==> src/rtl/ascon_pkg.sv <==
// ascon_pkg: shared constants, FSM encodings and final-block padding helper
// for the Ascon-Hash sequencing controller.
package ascon_pkg;

  localparam int unsigned BW           = 64;
  localparam int unsigned SW           = 5 * BW;
  localparam int unsigned DIGEST_WORDS = 4;
  localparam int unsigned CNT_W        = $clog2(DIGEST_WORDS);
  localparam int unsigned NB_W         = 4;
  localparam int unsigned ST_W         = 3;

  localparam logic [BW-1:0] IV       = 64'h00400C0000000100;
  localparam logic [SW-1:0] IV_STATE = {IV, {(SW-BW){1'b0}}};

  // P12(IV || 0), lets the first permutation be skipped
  localparam logic [SW-1:0] PRECOMP_STATE = {64'hee9398aadb67f03d, 64'h8bb21831c60f1002,
                                             64'hb48a92db98d5da62, 64'h43189921b8f8e3e8,
                                             64'h348fa5c9d525e140};

  localparam logic [BW-1:0] PAD_WORD = 64'h8000000000000000;

  localparam logic [ST_W-1:0] ST_IDLE    = 3'd0;
  localparam logic [ST_W-1:0] ST_INIT    = 3'd1;
  localparam logic [ST_W-1:0] ST_ABSORB  = 3'd2;
  localparam logic [ST_W-1:0] ST_PERM_A  = 3'd3;
  localparam logic [ST_W-1:0] ST_PAD     = 3'd4;
  localparam logic [ST_W-1:0] ST_PERM_P  = 3'd5;
  localparam logic [ST_W-1:0] ST_SQUEEZE = 3'd6;
  localparam logic [ST_W-1:0] ST_PERM_S  = 3'd7;

  typedef struct packed {
    logic [BW-1:0] mask;
    logic [BW-1:0] pad;
  } pad_info_t;

  // Byte count -> keep-mask for the valid top bytes and the 0x80 pad bit just below them.
  // Counts above 8 saturate; a shift of BW clears everything, giving an all-ones mask and no pad.
  function automatic pad_info_t pad_info(input logic [NB_W-1:0] nbytes);
    pad_info_t       r;
    logic [NB_W-1:0] n;
    n      = (nbytes > NB_W'(8)) ? NB_W'(8) : nbytes;
    r.mask = ~({BW{1'b1}} >> {n, 3'b000});
    r.pad  = PAD_WORD >> {n, 3'b000};
    return r;
  endfunction

endpackage

==> src/rtl/ascon_hash_pad.sv <==
// ascon_hash_pad: combinational masking and pad-bit insertion for a message block.
// Ports:
//   msg_data  in  BW    raw block, first byte in the top byte lane
//   msg_bytes in  NB_W  valid bytes in the final block (values above 8 act as 8)
//   msg_last  in  1     block is the final one
//   blk_c     out BW    value to XOR into x0
//   full_c    out 1     no pad bit went into this block (non-final, or a full final block)
module ascon_hash_pad
  import ascon_pkg::*;
(
  input  logic [BW-1:0]   msg_data,
  input  logic [NB_W-1:0] msg_bytes,
  input  logic            msg_last,
  output logic [BW-1:0]   blk_c,
  output logic            full_c
);

  pad_info_t pinfo;

  always_comb begin
    pinfo  = pad_info(msg_bytes);
    blk_c  = msg_data;
    full_c = 1'b1;
    if (msg_last) begin
      blk_c  = (msg_data & pinfo.mask) | pinfo.pad;
      full_c = (msg_bytes >= NB_W'(8));
    end
  end

endmodule

==> src/rtl/ascon_hash_ctrl.sv <==
// ascon_hash_ctrl: Ascon-Hash sequencing controller. Owns the 320-bit sponge
// state, absorbs padded 64-bit message blocks, launches one external P12 job per
// sponge step and squeezes DIGEST_WORDS x0 words out of a valid/ready stream.
// Build option: define ASCON_HASH_PRECOMP_IV_EN to start from the precomputed
// P12(IV||0) state and skip the initial permutation.
// Ports:
//   clk, rst                         clock, synchronous active-high reset
//   start / busy                     launch a hash / hash in flight
//   msg_data/valid/last/bytes/ready  message block stream in
//   dig_data/valid/last/ready        digest word stream out
//   p_start/p_state_in               permutation launch and operand (held until p_done)
//   p_state_out/p_done               permutation result
module ascon_hash_ctrl
  import ascon_pkg::*;
(
  input  logic            clk,
  input  logic            rst,
  input  logic            start,
  output logic            busy,
  input  logic [BW-1:0]   msg_data,
  input  logic            msg_valid,
  input  logic            msg_last,
  input  logic [NB_W-1:0] msg_bytes,
  output logic            msg_ready,
  output logic [BW-1:0]   dig_data,
  output logic            dig_valid,
  output logic            dig_last,
  input  logic            dig_ready,
  output logic            p_start,
  output logic [SW-1:0]   p_state_in,
  input  logic [SW-1:0]   p_state_out,
  input  logic            p_done
);

  localparam logic [CNT_W-1:0] LAST_CNT = CNT_W'(DIGEST_WORDS - 1);

  logic [ST_W-1:0]  st_q, st_d;
  logic [SW-1:0]    state_q, state_d;
  logic [CNT_W-1:0] cnt_q, cnt_d;
  logic             busy_d, msg_ready_d, dig_valid_d, dig_last_d, p_start_d;
  logic [BW-1:0]    blk_c;
  logic             full_c;

  ascon_hash_pad u_pad (
    .msg_data  (msg_data),
    .msg_bytes (msg_bytes),
    .msg_last  (msg_last),
    .blk_c     (blk_c),
    .full_c    (full_c)
  );

  // The state register doubles as the permutation operand and the digest word.
  assign p_state_in = state_q;
  assign dig_data   = state_q[SW-1 -: BW];

  // State and output registers
  always_ff @(posedge clk) begin
    if (rst) begin
      st_q      <= ST_IDLE;
      state_q   <= '0;
      cnt_q     <= '0;
      busy      <= 1'b0;
      msg_ready <= 1'b0;
      dig_valid <= 1'b0;
      dig_last  <= 1'b0;
      p_start   <= 1'b0;
    end else begin
      st_q      <= st_d;
      state_q   <= state_d;
      cnt_q     <= cnt_d;
      busy      <= busy_d;
      msg_ready <= msg_ready_d;
      dig_valid <= dig_valid_d;
      dig_last  <= dig_last_d;
      p_start   <= p_start_d;
    end
  end

  // Next-state and next-output logic; strobes default low, ready/valid re-asserted per state
  always_comb begin
    st_d        = st_q;
    state_d     = state_q;
    cnt_d       = cnt_q;
    busy_d      = busy;
    msg_ready_d = 1'b0;
    dig_valid_d = 1'b0;
    dig_last_d  = 1'b0;
    p_start_d   = 1'b0;

    case (st_q)
      ST_IDLE: begin
        if (start) begin
          busy_d = 1'b1;
`ifdef ASCON_HASH_PRECOMP_IV_EN
          state_d     = PRECOMP_STATE;
          msg_ready_d = 1'b1;
          st_d        = ST_ABSORB;
`else
          state_d   = IV_STATE;
          p_start_d = 1'b1;
          st_d      = ST_INIT;
`endif
        end
      end

      ST_INIT, ST_PERM_A: begin
        if (p_done) begin
          state_d     = p_state_out;
          msg_ready_d = 1'b1;
          st_d        = ST_ABSORB;
        end
      end

      ST_ABSORB: begin
        msg_ready_d = 1'b1;
        if (msg_valid && msg_ready) begin
          msg_ready_d            = 1'b0;
          state_d[SW-1 -: BW]    = state_q[SW-1 -: BW] ^ blk_c;
          p_start_d              = 1'b1;
          if (!msg_last)   st_d = ST_PERM_A;
          else if (full_c) st_d = ST_PAD;
          else             st_d = ST_PERM_P;
        end
      end

      // A full final block still needs a separate pad-only block.
      ST_PAD: begin
        if (p_done) begin
          state_d             = p_state_out;
          state_d[SW-1 -: BW] = p_state_out[SW-1 -: BW] ^ PAD_WORD;
          p_start_d           = 1'b1;
          st_d                = ST_PERM_P;
        end
      end

      ST_PERM_P: begin
        if (p_done) begin
          state_d     = p_state_out;
          cnt_d       = '0;
          dig_valid_d = 1'b1;
          dig_last_d  = (LAST_CNT == CNT_W'(0));
          st_d        = ST_SQUEEZE;
        end
      end

      ST_SQUEEZE: begin
        dig_valid_d = 1'b1;
        dig_last_d  = dig_last;
        if (dig_valid && dig_ready) begin
          dig_valid_d = 1'b0;
          dig_last_d  = 1'b0;
          if (dig_last) begin
            busy_d = 1'b0;
            st_d   = ST_IDLE;
          end else begin
            cnt_d     = cnt_q + CNT_W'(1);
            p_start_d = 1'b1;
            st_d      = ST_PERM_S;
          end
        end
      end

      ST_PERM_S: begin
        if (p_done) begin
          state_d     = p_state_out;
          dig_valid_d = 1'b1;
          dig_last_d  = (cnt_q == LAST_CNT);
          st_d        = ST_SQUEEZE;
        end
      end

      default: st_d = ST_IDLE;
    endcase
  end

endmodule
==> config.mk <==
export PLATFORM = sky130hd
export DESIGN_NAME = ascon_hash_ctrl
export DESIGN_NICKNAME = d
export VERILOG_FILES = /design/src/rtl/ascon_pkg.sv /design/src/rtl/ascon_hash_pad.sv /design/src/rtl/ascon_hash_ctrl.sv
export SDC_FILE = /design/constraint.sdc
export NUM_CORES = 1
export LEC_CHECK = 0
export BUFFER_PORTS_ARGS = -buffer_cell sky130_fd_sc_hd__buf_2
export CAP_MARGIN = 40
export CORE_AREA = 5 5 299 301
export CTS_BUF_LIST = sky130_fd_sc_hd__clkbuf_16
export DETAILED_ROUTE_END_ITERATION = 7
export DIE_AREA = 0 0 304 306
export PLACE_DENSITY_LB_ADDON = 0.2
export SYNTH_ARGS = -nofsm -noshare
export SYNTH_HDL_FRONTEND = slang
export SYNTH_HIERARCHICAL = 1
export SYNTH_SLANG_ARGS = --single-unit
==> constraint.sdc <==
create_clock -name clk -period 1.8 [get_ports clk]
set_clock_uncertainty 0.05 [all_clocks]
set_input_delay 0.27 -clock clk [delete_from_list [all_inputs] [get_ports clk]]
set_output_delay 0.27 -clock clk [all_outputs]
set_load 0.005 [all_outputs]
# [After elaboration in Yosys (flattened, before gate mapping)]
# Index checks and enable logic that the tools add are counted.
[classes] n_addsub=1 magnitude_cmp=2 eq_ne=18 n_shift=2 muxes=40 bitwise=5 n_reduce_logical=15
[op_table] op="2-to-1 mux 320 bit" n=3
[op_table] op="case mux 256 bit (3 select lines)" n=1
[op_table] op="case mux 64 bit (4 select lines)" n=1
[op_table] op="2-to-1 mux 64 bit" n=2
[op_table] op="right shift 64 x 7 -> 64 bit (first input constant)" n=2
[op_table] op="AND 64 bit" n=1
[op_table] op="inverter 64 bit" n=1
[op_table] op="OR 64 bit" n=1
[op_table] op="XOR 64 bit" n=1
[op_table] op="2-to-1 mux 3 bit" n=8
[op_table] op="case mux 3 bit (6 select lines)" n=1
[op_table] op="!= test 2 bit (second input constant)" n=8
[op_table] op="2-to-1 mux 1 bit" n=14
[op_table] op="== test 3 bit (second input constant)" n=4
[op_table] op="AND reduction 4 bit" n=3
[op_table] op="case mux 1 bit (2 select lines)" n=4
[op_table] op="== test 3 x 2 -> 1 bit (second input constant)" n=2
[op_table] op="2-to-1 mux 2 bit" n=3
[op_table] op="AND reduction 6 bit" n=1
[op_table] op="AND reduction 5 bit" n=1
[op_table] op="greater-or-equal comparator 4 bit (second input constant)" n=1
[op_table] op="> comparator 4 bit (second input constant)" n=1
[op_table] op="2-to-1 mux 4 bit" n=1
[op_table] op="!= test 2 x 1 -> 1 bit (second input constant)" n=2
[op_table] op="other kinds (13)" n=16
[totals] register_bits=330 in_bits=395 out_inout_bits=389 elab_cells=92

# [Logic depth before layout (Yosys ltp)]
# Gate-level depths: netlist of run 1.
[logic_depth] word_depth=10 depth_mapped=8

# [Hierarchy]
# The synthesis of run 1 kept the hierarchy.
[by_module_without_submodules] mod="ascon_hash_ctrl" n_inst=1 cells_each=1491 area_per_inst_um2=15180.8 seq_area_each_um2=6606.3
[by_module_without_submodules] mod="ascon_hash_pad" n_inst=1 cells_each=89 area_per_inst_um2=560.5 seq_area_each_um2=0.0

# [Worst setup path after synthesis of run 1]
# OpenSTA, ideal clock, no wires.
[synth_timing] path_type="reg2reg" start="register st_q[2]" end="register state_q[217], in the netlist p_state_in[217]" setup_ns=0.116 arrival_ns=1.627 required_ns=1.634 path_slack_ns=0.006 stages_incl_launch_ff=8 synth_period_minus_slack_ns=1.794 cell_sequence="dfxtp_1 buf_2 or3b_4 a21oi_2 buf_2 buf_2 nor4b_1 a31o_2"
[synth_via] elab_chain_len=4
[synth_rtl] element="start, declared" line_no="ascon_hash_ctrl.sv:37" rtl="logic [ST_W-1:0] st_q, st_d;"
[synth_rtl] element="start signal, assigned" line_no="ascon_hash_ctrl.sv:68" rtl="st_q <= st_d;"
[synth_rtl] element="== test 3 bit, or another cell as far along" line_no="ascon_hash_ctrl.sv:90" rtl="case (st_q)"
[synth_rtl] element="OR reduction 4 bit (no line)"
[synth_rtl] element="!= test 2 x 1 -> 1 bit (no line) / nonzero test 3 bit (equally long branches)"
[synth_rtl] element="AND reduction 4 bit (no line)"
[synth_rtl] element="end signal, assigned" line_no="ascon_hash_ctrl.sv:69" rtl="state_q <= state_d;"
[synth_rtl] element="end, declared" line_no="ascon_hash_ctrl.sv:38" rtl="logic [SW-1:0] state_q, state_d;"
# Several ways; a longest one is shown, not always the timed one.
# A chain may end at the register's enable or synchronous reset.

# [Final worst setup path of run 1]
[layout_timing] start="register st_q[0]" end="register state_q[78], in the netlist p_state_in[78]"
# The elaborated chain is that of the path after synthesis.

==> reports/results.ini, run 1 <==
[outcome]
status=finished with violations
violations=setup timing

[die]
io_pins=784
die_w_um=304
dieArea_mm2=0.09302
initial_core_util=0.1823
rows=108
core-area_mm2=0.08635
die_h_um=306

[setup_path]
r2r-start=st_q[0]$_SDFFE_PP0P_
crit_type=flop to flop
cp-startpoint=st_q[0]$_SDFFE_PP0P_
reg2regPathDepth=7
crit_fanout=34
max_stage_delay_ns=0.41
r2r-end=p_state_in[78]$_SDFFE_PP0P_
cp.depth=7
cp_top_family=simple AND/OR/NAND/NOR gates
cp-endpoint=p_state_in[78]$_SDFFE_PP0P_
critPathLaunchType=flop
cp-end-kind=flop
cp.required_ns=2.26
slowest_stage=or3b_4
crit_chain=or3b_4, a21oi_4, buf_4, or2_4, buf_12, buf_16, a31o_1
r2r_slack_ns=-0.04
critical_path_arrival_ns=2.30
crit_buf_inv=3

[clock_tree]
max-clock-path-buffers=3
htree_levels=2
cts_buffers=44
path_clk_slew_ns=0.06
cts_sinks=330
clkLatencyLatePin_ns=0.56
cts_tree=yes
root_buffer=clkbuf_16

[global_routing]
antenna_found_initial=9
grt_pass1_vias=17954
track_usage=0.1543
grt.overflow.total=0
grt_max_degree=81
grt_pass1_wl_mm=114.7

[sta]
tightest_slew_ns=0.5527
slew-limit-headroom=0.6316
setup_viol=120
fin_crit_ns=1.840
fmax_mhz=543.5
finalCritPeriodShare=1.022
rsz0062_at_grt=true
final.setup.tns_ns=-1.777
final_max_slew_viol_count=0
hold_viol=0
finalWorstSetupSlack_ns=-0.04005

[yosys]
synth_area_mm2=0.01574
synth-seq-cells=330
avgSynthCellArea_um2=9.963
synth_ff_type=dfxtp_1
synth_edf_count=0
async_reset_ff_frac=0
netlist_instances=1580
syn-num-nets=1976
ys_seq_area_frac=0.4197
ys_types=53
synth_warnings=6

[routing]
vias=17737
drt_iter0_markers=1072
first_pass_iters=8
avgRoutedWirePerCell_um=20.93
drt-total-wl_mm=78.98
avgViaCountPerCell=4.700
ant_nets=0
drc=0

[layout]
fillCellCount=9036
area_growth_pct=65.55
fin_cells=3774
drive_above_1_share=0.3971
final_util=0.3018
fin_area_mm2=0.02606
final_net_count=2977

[hold_path]
hp-class=primary input to flop

[pwr]
power.total_w=0.02400
leakage_nw=11.11
ir_worst_vdd_mv=0.5726
p_per_area_mw_per_mm2=921.1

[placed_design]
placed_area_mm2=0.02136
dp_hpwl_mm=56.06
numPortBuffers=783
gp_congestion=0.8049
place_inst=3379

[job]
drv_cap=0

[synth_stat cells, types with 3 or more instances]
library cell  count  area, um2
a32oi_1          59      516.8
xor2_1            4      35.03
buf_1             3      11.26
o31ai_1           3      22.52
a21oi_1          10      50.05
a31o_2           35      306.5
a2bb2oi_1        59      516.8
and2b_1           7      52.55
nor4b_1         256       2242
clkbuf_1        127      476.7
buf_2            42      210.2
nand3_1           3      15.01
a31o_1          221       1936
inv_1            64      240.2
a22oi_1           4      30.03
nor3_1            9      45.04
dfxtp_1         330       6606
o32ai_1          60      525.5
nor2_1           11      41.29
nand2b_1         65      406.6
a211oi_1          6      45.04
nor2b_1          10      62.56
nand2_1          15      56.30
buf_4            93      698.2
o21a_1            3      22.52
and2_1           44      275.3
o21ai_0           7      35.03
[metal layers]
metal  up-vias  global-route usage  wire (um)
li1       8101                   -          -
met5         -                   0         12
met3       134             0.03576       5304
met2       758              0.2833      40220
met4         2             0.04731       2487
met1      8742              0.1784      30950
[stage by stage]
| step | setup WS, ns | hold slack (ns) |
|---|---|---|
| finish | -0.04005 | 0.05415 |
| global route | -0.1058 | 0.02561 |
| CTS | -0.04946 | 0.004209 |
| detailed placement | -0.1940 | 0.4414 |
| global placement | -0.1511 | 0.4367 |
| floorplan | 0.006423 | 0.3550 |
[how the worst min path moves through the flow]
stage	cells after the start	slack (ns)	start	to
after CTS	3	0.004	p_state_out[312]	p_state_in[312]$_SDFFE_PP0P_
after global placement	2	0.44	cnt_q[1]$_SDFFE_PP0P_	cnt_q[1]$_SDFFE_PP0P_
after global routing	3	0.03	p_state_out[261]	p_state_in[261]$_SDFFE_PP0P_
after detailed placement	2	0.44	p_state_out[191]	p_state_in[191]$_SDFFE_PP0P_
final	3	0.05	p_state_out[315]	p_state_in[315]$_SDFFE_PP0P_
after floorplan	1	0.36	p_state_out[100]	p_state_in[100]$_SDFFE_PP0P_
[cells by family (layout without fill, tap and decap cells)]
logic type      Yosys count  in the layout  synth area share
other cells               0              5                 0
fa+ha+maj                 1              1         0.0007947
xor+xnor                  5              5          0.002782
buf+inv                 331           1365            0.1044
mux                       3              3          0.002225
compound gates          478            478            0.2603
flops                   330            330            0.4197
simple gates            432            432            0.2098
[layout make-up]
cell class	instances	area [um2]	area share
repair buffers	1220	8831	0.3389
well taps	1155	1445	0.05545
diodes	5	12.51	0.0004801
inverters	66	249.0	0.009554
clock buffers	44	1101	0.04225
clock inverters	35	261.5	0.01003
flip-flops and latches	330	6609	0.2536
multi-input cells	919	7551	0.2898
[worst reg2reg max path: stages, from the launching register on]
cell	delay, ns
dfxtp_2	0.32
or3b_4	0.41
a21oi_4	0.13
buf_4	0.14
or2_4	0.15
buf_12	0.18
buf_16	0.23
a31o_1	0.19
[registers in the layout, indices dropped and copies added (netlist names)]
name	count
msg_ready	1
p_state_in	320
st_q	3
p_start	1
dig_valid	1
busy	1
dig_last	1
cnt_q	2
[report_power, final]
| group | internal (W) | leakage (nW) | switching [W] |
|---|---|---|---|
| sequential | 0.00786 | 2.68 | 0.000390 |
| combinational | 0.00351 | 7.71 | 0.00383 |
| clock | 0.00488 | 0.724 | 0.00354 |
[cell usage in the layout, fill, tap and decap left out, types with 43 or more instances in the layout]
master | netlist | layout
a2bb2oi_1 | 59 | 59
a31o_1 | 221 | 221
a32oi_1 | 59 | 59
and2_1 | 44 | 43
buf_12 | 0 | 44
buf_2 | 42 | 782
buf_4 | 93 | 73
clkbuf_16 | 0 | 51
dfxtp_1 | 330 | 328
dlygate4sd3_1 | 0 | 297
inv_1 | 64 | 78
nand2b_1 | 65 | 65
nor4b_1 | 256 | 256
o32ai_1 | 60 | 60
[timing repair]
item | CTS | global route
setup buffers | 2 | 4
hold buffers | 297 | 0
endpoints found under the setup margin | 138 | 292
pin swaps | 73 | 3
hold endpoints to repair | 297 | 0
gates resized for setup | 12 | 11
cloned | 0 | 8
Power figures use the tool's default switching activity.
==> run 2, diff against run 1 <==
CORE_AREA = 5 5 298 300   (was 5 5 299 301)
DIE_AREA = 0 0 303 305   (was 0 0 304 306)
==> reports/results.ini, run 2 (synthesized netlist as in run 1, its figures left out) <==
[die]
rows=108
dieArea_mm2=0.09242
initial_core_util=0.1832
die_h_um=305
die_w_um=303
core-area_mm2=0.08594
io_pins=784

[layout]
final_common_cell=buf_2
fin_cells=3788
final_net_count=2996
largest_reg_flops=320
drive_above_1_share=0.4175
final_util=0.3139
area_growth_pct=71.36
final_cell_mix=782 x buf_2, 327 x dfxtp_1, 298 x dlygate4sd3_1, 222 x nor4b_1, 221 x a31o_1

[pwr]
leakage_nw=11.40
ir_worst_vdd_mv=0.6237
p_per_area_mw_per_mm2=911.2
power.total_w=0.02458

[clock_tree]
cts_tree=yes
cts_buffers=43
path_clk_slew_ns=0.06
htree_levels=2
clkLatencyLatePin_ns=0.56
root_buffer=clkbuf_16
cts_sinks=330
max-clock-path-buffers=3

[routing]
vias=17987
drt-total-wl_mm=83.14
ant_nets=0
drc=0
avgViaCountPerCell=4.748
first_pass_iters=5
avgRoutedWirePerCell_um=21.95
drt_iter0_markers=916

[setup_path]
critPathLaunchType=flop
critical_path_arrival_ns=2.33
crit_fanout=15
crit_type=flop to flop
cp-end-kind=flop
cp.required_ns=2.21

[sta]
slew-limit-headroom=0.6857
hold_viol=0
final.setup.tns_ns=-13.54
finalWorstSetupSlack_ns=-0.1236
whs_ns=0.04384
rsz0062_at_grt=true
finalCritPeriodShare=1.069
fin_crit_ns=1.924
tightest_slew_ns=0.4666
final_max_slew_viol_count=0
setup_viol=251
fmax_mhz=519.9

[hold_path]
hp-class=primary input to flop

[outcome]
status=finished with violations
violations=setup timing

[placed_design]
gp_congestion=0.7930
dp_hpwl_mm=57.25
numPortBuffers=783
place_inst=3371

[global_routing]
grt_max_degree=71
grt.overflow.total=0
grt_pass1_wl_mm=116.6
grt_pass1_vias=18494
antenna_found_initial=11
track_usage=0.1611

[job]
drv_cap=0

-- run 2: changes by cell type in the layout (fill, tap and decap cells not counted), sizes merged --
cell,delta
dlygate4sd3,+1
bufbuf,+2
inv,-3
clkbuf,+8
buf,+8
diode,+3
clkinv,-3
bufinv,-2
-- run 2: where the power goes --
part	total [W]	switching (W)	leakage [nW]	internal, W
combinational	0.00830	0.00423	8.06	0.00407
sequential	0.00824	0.000385	2.68	0.00785
clock	0.00804	0.00357	0.665	0.00447
total	0.0246	0.00818	11.4	0.0164
-- run 2: path summary, 6_finish.rpt --
| path | from | cells after the start | end | slack (ns) |
|---|---|---|---|---|
| max reg2reg | st_q[2]$_SDFFE_PP0P_ | 8 | p_state_in[99]$_SDFFE_PP0P_ | -0.12 |
| max | st_q[2]$_SDFFE_PP0P_ | 8 | p_state_in[99]$_SDFFE_PP0P_ | -0.12 |
| min | p_state_out[283] | 3 | p_state_in[283]$_SDFFE_PP0P_ | 0.04 |
| min reg2reg | cnt_q[1]$_SDFFE_PP0P_ | 2 | cnt_q[1]$_SDFFE_PP0P_ | 0.46 |
-- run 2: metal layers --
metal  vias to the layer above  share of wire  track usage
met5                         -        0.00030            0
met1                      8878           0.38       0.1786
li1                       8168              -            -
met4                         4          0.045      0.06883
met3                       175          0.073      0.04043
met2                       762           0.50       0.2906
-- run 2: cell type report --
cell class | count | area (um2)
diodes | 8 | 20.02
fillers | 8951 | 58970
inverters | 66 | 250.2
flip-flops and latches | 330 | 6613
clock buffers | 43 | 1076
multi-input cells | 919 | 7954
well taps | 1155 | 1445
repair buffers | 1240 | 9429
clock inverters | 27 | 187.7
-- run 2: critical path, cell delays in order, from the launching register on --
cell     delay [ns]
dfxtp_4        0.35
or3b_4         0.39
a21oi_4        0.16
buf_6          0.13
buf_12         0.13
buf_12         0.16
buf_16         0.16
nor4b_2        0.06
a31o_1         0.20
-- run 2: what timing repair did --
action | 4_1_cts | 5_1_grt
resized for setup | 50 | 60
setup buffers | 9 | 3
setup endpoints to repair | 302 | 311
gates cloned | 10 | 22
hold buffers | 298 | 0
pin swaps | 18 | 12
hold endpoints to repair | 305 | 0
-- run 2: stage by stage --
| step | setup slack, ns | cell area (um2) |
|---|---|---|
| finish | -0.1236 | 26970 |
| global route | -0.1753 | 26970 |
| CTS | -0.1174 | 26160 |
| detailed placement | -0.1306 | 21300 |
| global placement | -0.1171 | 21300 |
| floorplan | 0.006423 | 15740 |
==> run 3, diff against run 2 <==
PLACE_DENSITY = 0.42   (was default)
PLACE_DENSITY_LB_ADDON = default   (was 0.2)
==> reports/results.ini, run 3 (synthesized netlist as in run 1, its figures left out) <==
[outcome]
status=finished with violations
violations=setup timing

[routing]
ant_nets=0
avgRoutedWirePerCell_um=21.19
drt_iter0_markers=1016
avgViaCountPerCell=4.701
first_pass_iters=5
vias=17921
drt-total-wl_mm=80.78
drc=0

[global_routing]
grt_max_degree=71
grt_pass1_vias=18297
grt_pass1_wl_mm=114.3
antenna_found_initial=13
grt.overflow.total=0
track_usage=0.1566

[placed_design]
place_inst=3395
dp_hpwl_mm=56.45
gp_congestion=0.8024
pre_cts_slack_ns=-0.1571
numPortBuffers=783

[pwr]
power.total_w=0.02389
p_per_area_mw_per_mm2=904.6
leakage_nw=11.28
ir_worst_vdd_mv=0.5481

[setup_path]
r2r_slack_ns=-0.06
crit_fanout=17
cp.required_ns=2.23
reg2regPathDepth=7
r2r-end=p_state_in[153]$_SDFFE_PP0P_
cp-end-kind=flop
critical_path_arrival_ns=2.29
critPathLaunchType=flop
r2r-start=st_q[0]$_SDFFE_PP0P_
crit_type=flop to flop

[die]
core-area_mm2=0.08594
io_pins=784
rows=108
die_h_um=305
initial_core_util=0.1832
die_w_um=303
dieArea_mm2=0.09242

[hold_path]
hold_start=p_state_out[309]
hp-class=primary input to flop
hold_depth=3
holdPathEnd=p_state_in[309]$_SDFFE_PP0P_

[job]
drv_cap=0

[sta]
finalWorstSetupSlack_ns=-0.06027
setup_viol=141
final_max_slew_viol_count=0
final.setup.tns_ns=-2.939
whs_ns=0.03853
tightest_slew_ns=0.3880
slew-limit-headroom=0.7406
rsz0062_at_grt=true
fin_crit_ns=1.860
fmax_mhz=537.6
hold_viol=0
finalCritPeriodShare=1.033

[layout]
area_growth_pct=67.80
largest_reg_flops=320
final_cell_mix=782 x buf_2, 329 x dfxtp_1, 312 x dlygate4sd3_1, 255 x nor4b_1, 221 x a31o_1
final_net_count=3018
fin_cells=3812
drive_above_1_share=0.4016
final_common_cell=buf_2

[clock_tree]
root_buffer=clkbuf_16
max-clock-path-buffers=3
htree_levels=2
path_clk_slew_ns=0.06
clkLatencyLatePin_ns=0.58
cts_tree=yes
cts_buffers=43
cts_sinks=330

## run 3: cell types whose count changed in the layout (fill, tap and decap cells not counted), sizes merged
cell | before | now
clkbuf | 59 | 56
bufbuf | 2 | 0
dlygate4sd3 | 298 | 312
clkinvlp | 0 | 4
buf | 924 | 937
diode | 8 | 5
bufinv | 1 | 2
clkinv | 12 | 15
inv | 80 | 77
## run 3: worst max-delay path by stage
stage	startpoint	endpoint	slack (ns)	depth (start not counted)
after CTS	st_q[0]$_SDFFE_PP0P_	p_state_in[251]$_SDFFE_PP0P_	-0.07	6
after global routing	st_q[0]$_SDFFE_PP0P_	p_state_in[188]$_SDFFE_PP0P_	-0.1	7
after global placement	start	p_state_in[40]$_SDFFE_PP0P_	-0.12	7
final	st_q[0]$_SDFFE_PP0P_	p_state_in[153]$_SDFFE_PP0P_	-0.06	7
after detailed placement	start	p_state_in[65]$_SDFFE_PP0P_	-0.16	7
after floorplan	st_q[2]$_SDFFE_PP0P_	p_state_in[217]$_SDFFE_PP0P_	0.006	7
## run 3: critical path, cell delays in order, from the launching register on
cell       delay [ns]
dfxtp_1          0.32
or3b_4           0.42
a21oi_4          0.17
buf_4            0.14
buf_12           0.16
clkbuf_16        0.21
nor4b_1          0.06
a31o_1           0.20
## run 3: repair_timing
item | 4_1_cts | 5_1_grt
endpoints found under the hold margin | 312 | 0
endpoints found under the setup margin | 199 | 315
hold buffers | 312 | 0
gates resized for setup | 6 | 25
buffers inserted | 2 | 9
cloned | 1 | 13
pin swaps | 20 | 2
## run 3: per-stage QoR
stage | utilization | instance area, um2
6_report | 0.3073 | 26410
5_1_grt | 0.3073 | 26410
3_5_place_dp | 0.2485 | 21350
3_3_place_gp | 0.2485 | 21350
4_1_cts | 0.3011 | 25870
2_1_floorplan | - | 15740
## run 3: final cells by class
| class | count | area (um2) |
|---|---|---|
| Antenna cell | 5 | 12.51 |
| Clock buffer | 43 | 1076 |
| Clock inverter | 32 | 257.7 |
| Fill cell | 9053 | 59530 |
| Inverter | 66 | 251.5 |
| Multi-Input combinational cell | 919 | 7589 |
| Sequential cell | 330 | 6608 |
| Tap cell | 1155 | 1445 |
| Timing Repair Buffer | 1262 | 9175 |
## run 3: power by group
group	total (W)	leakage (nW)	switching, W	internal (W)
combinational	0.00736	7.93	0.00385	0.00351
sequential	0.00825	2.67	0.000397	0.00786
clock	0.00828	0.680	0.00362	0.00466
total	0.0239	11.3	0.00787	0.0160
## run 3: metal layers
metal	part of all wire	vias to the layer above	routed length (um)	track usage
li1	-	8193	-	-
met1	0.39	8834	31410	0.1791
met2	0.50	746	40600	0.2814
met3	0.072	142	5853	0.04058
met4	0.036	6	2870	0.05384
met5	0.00052	-	42	0
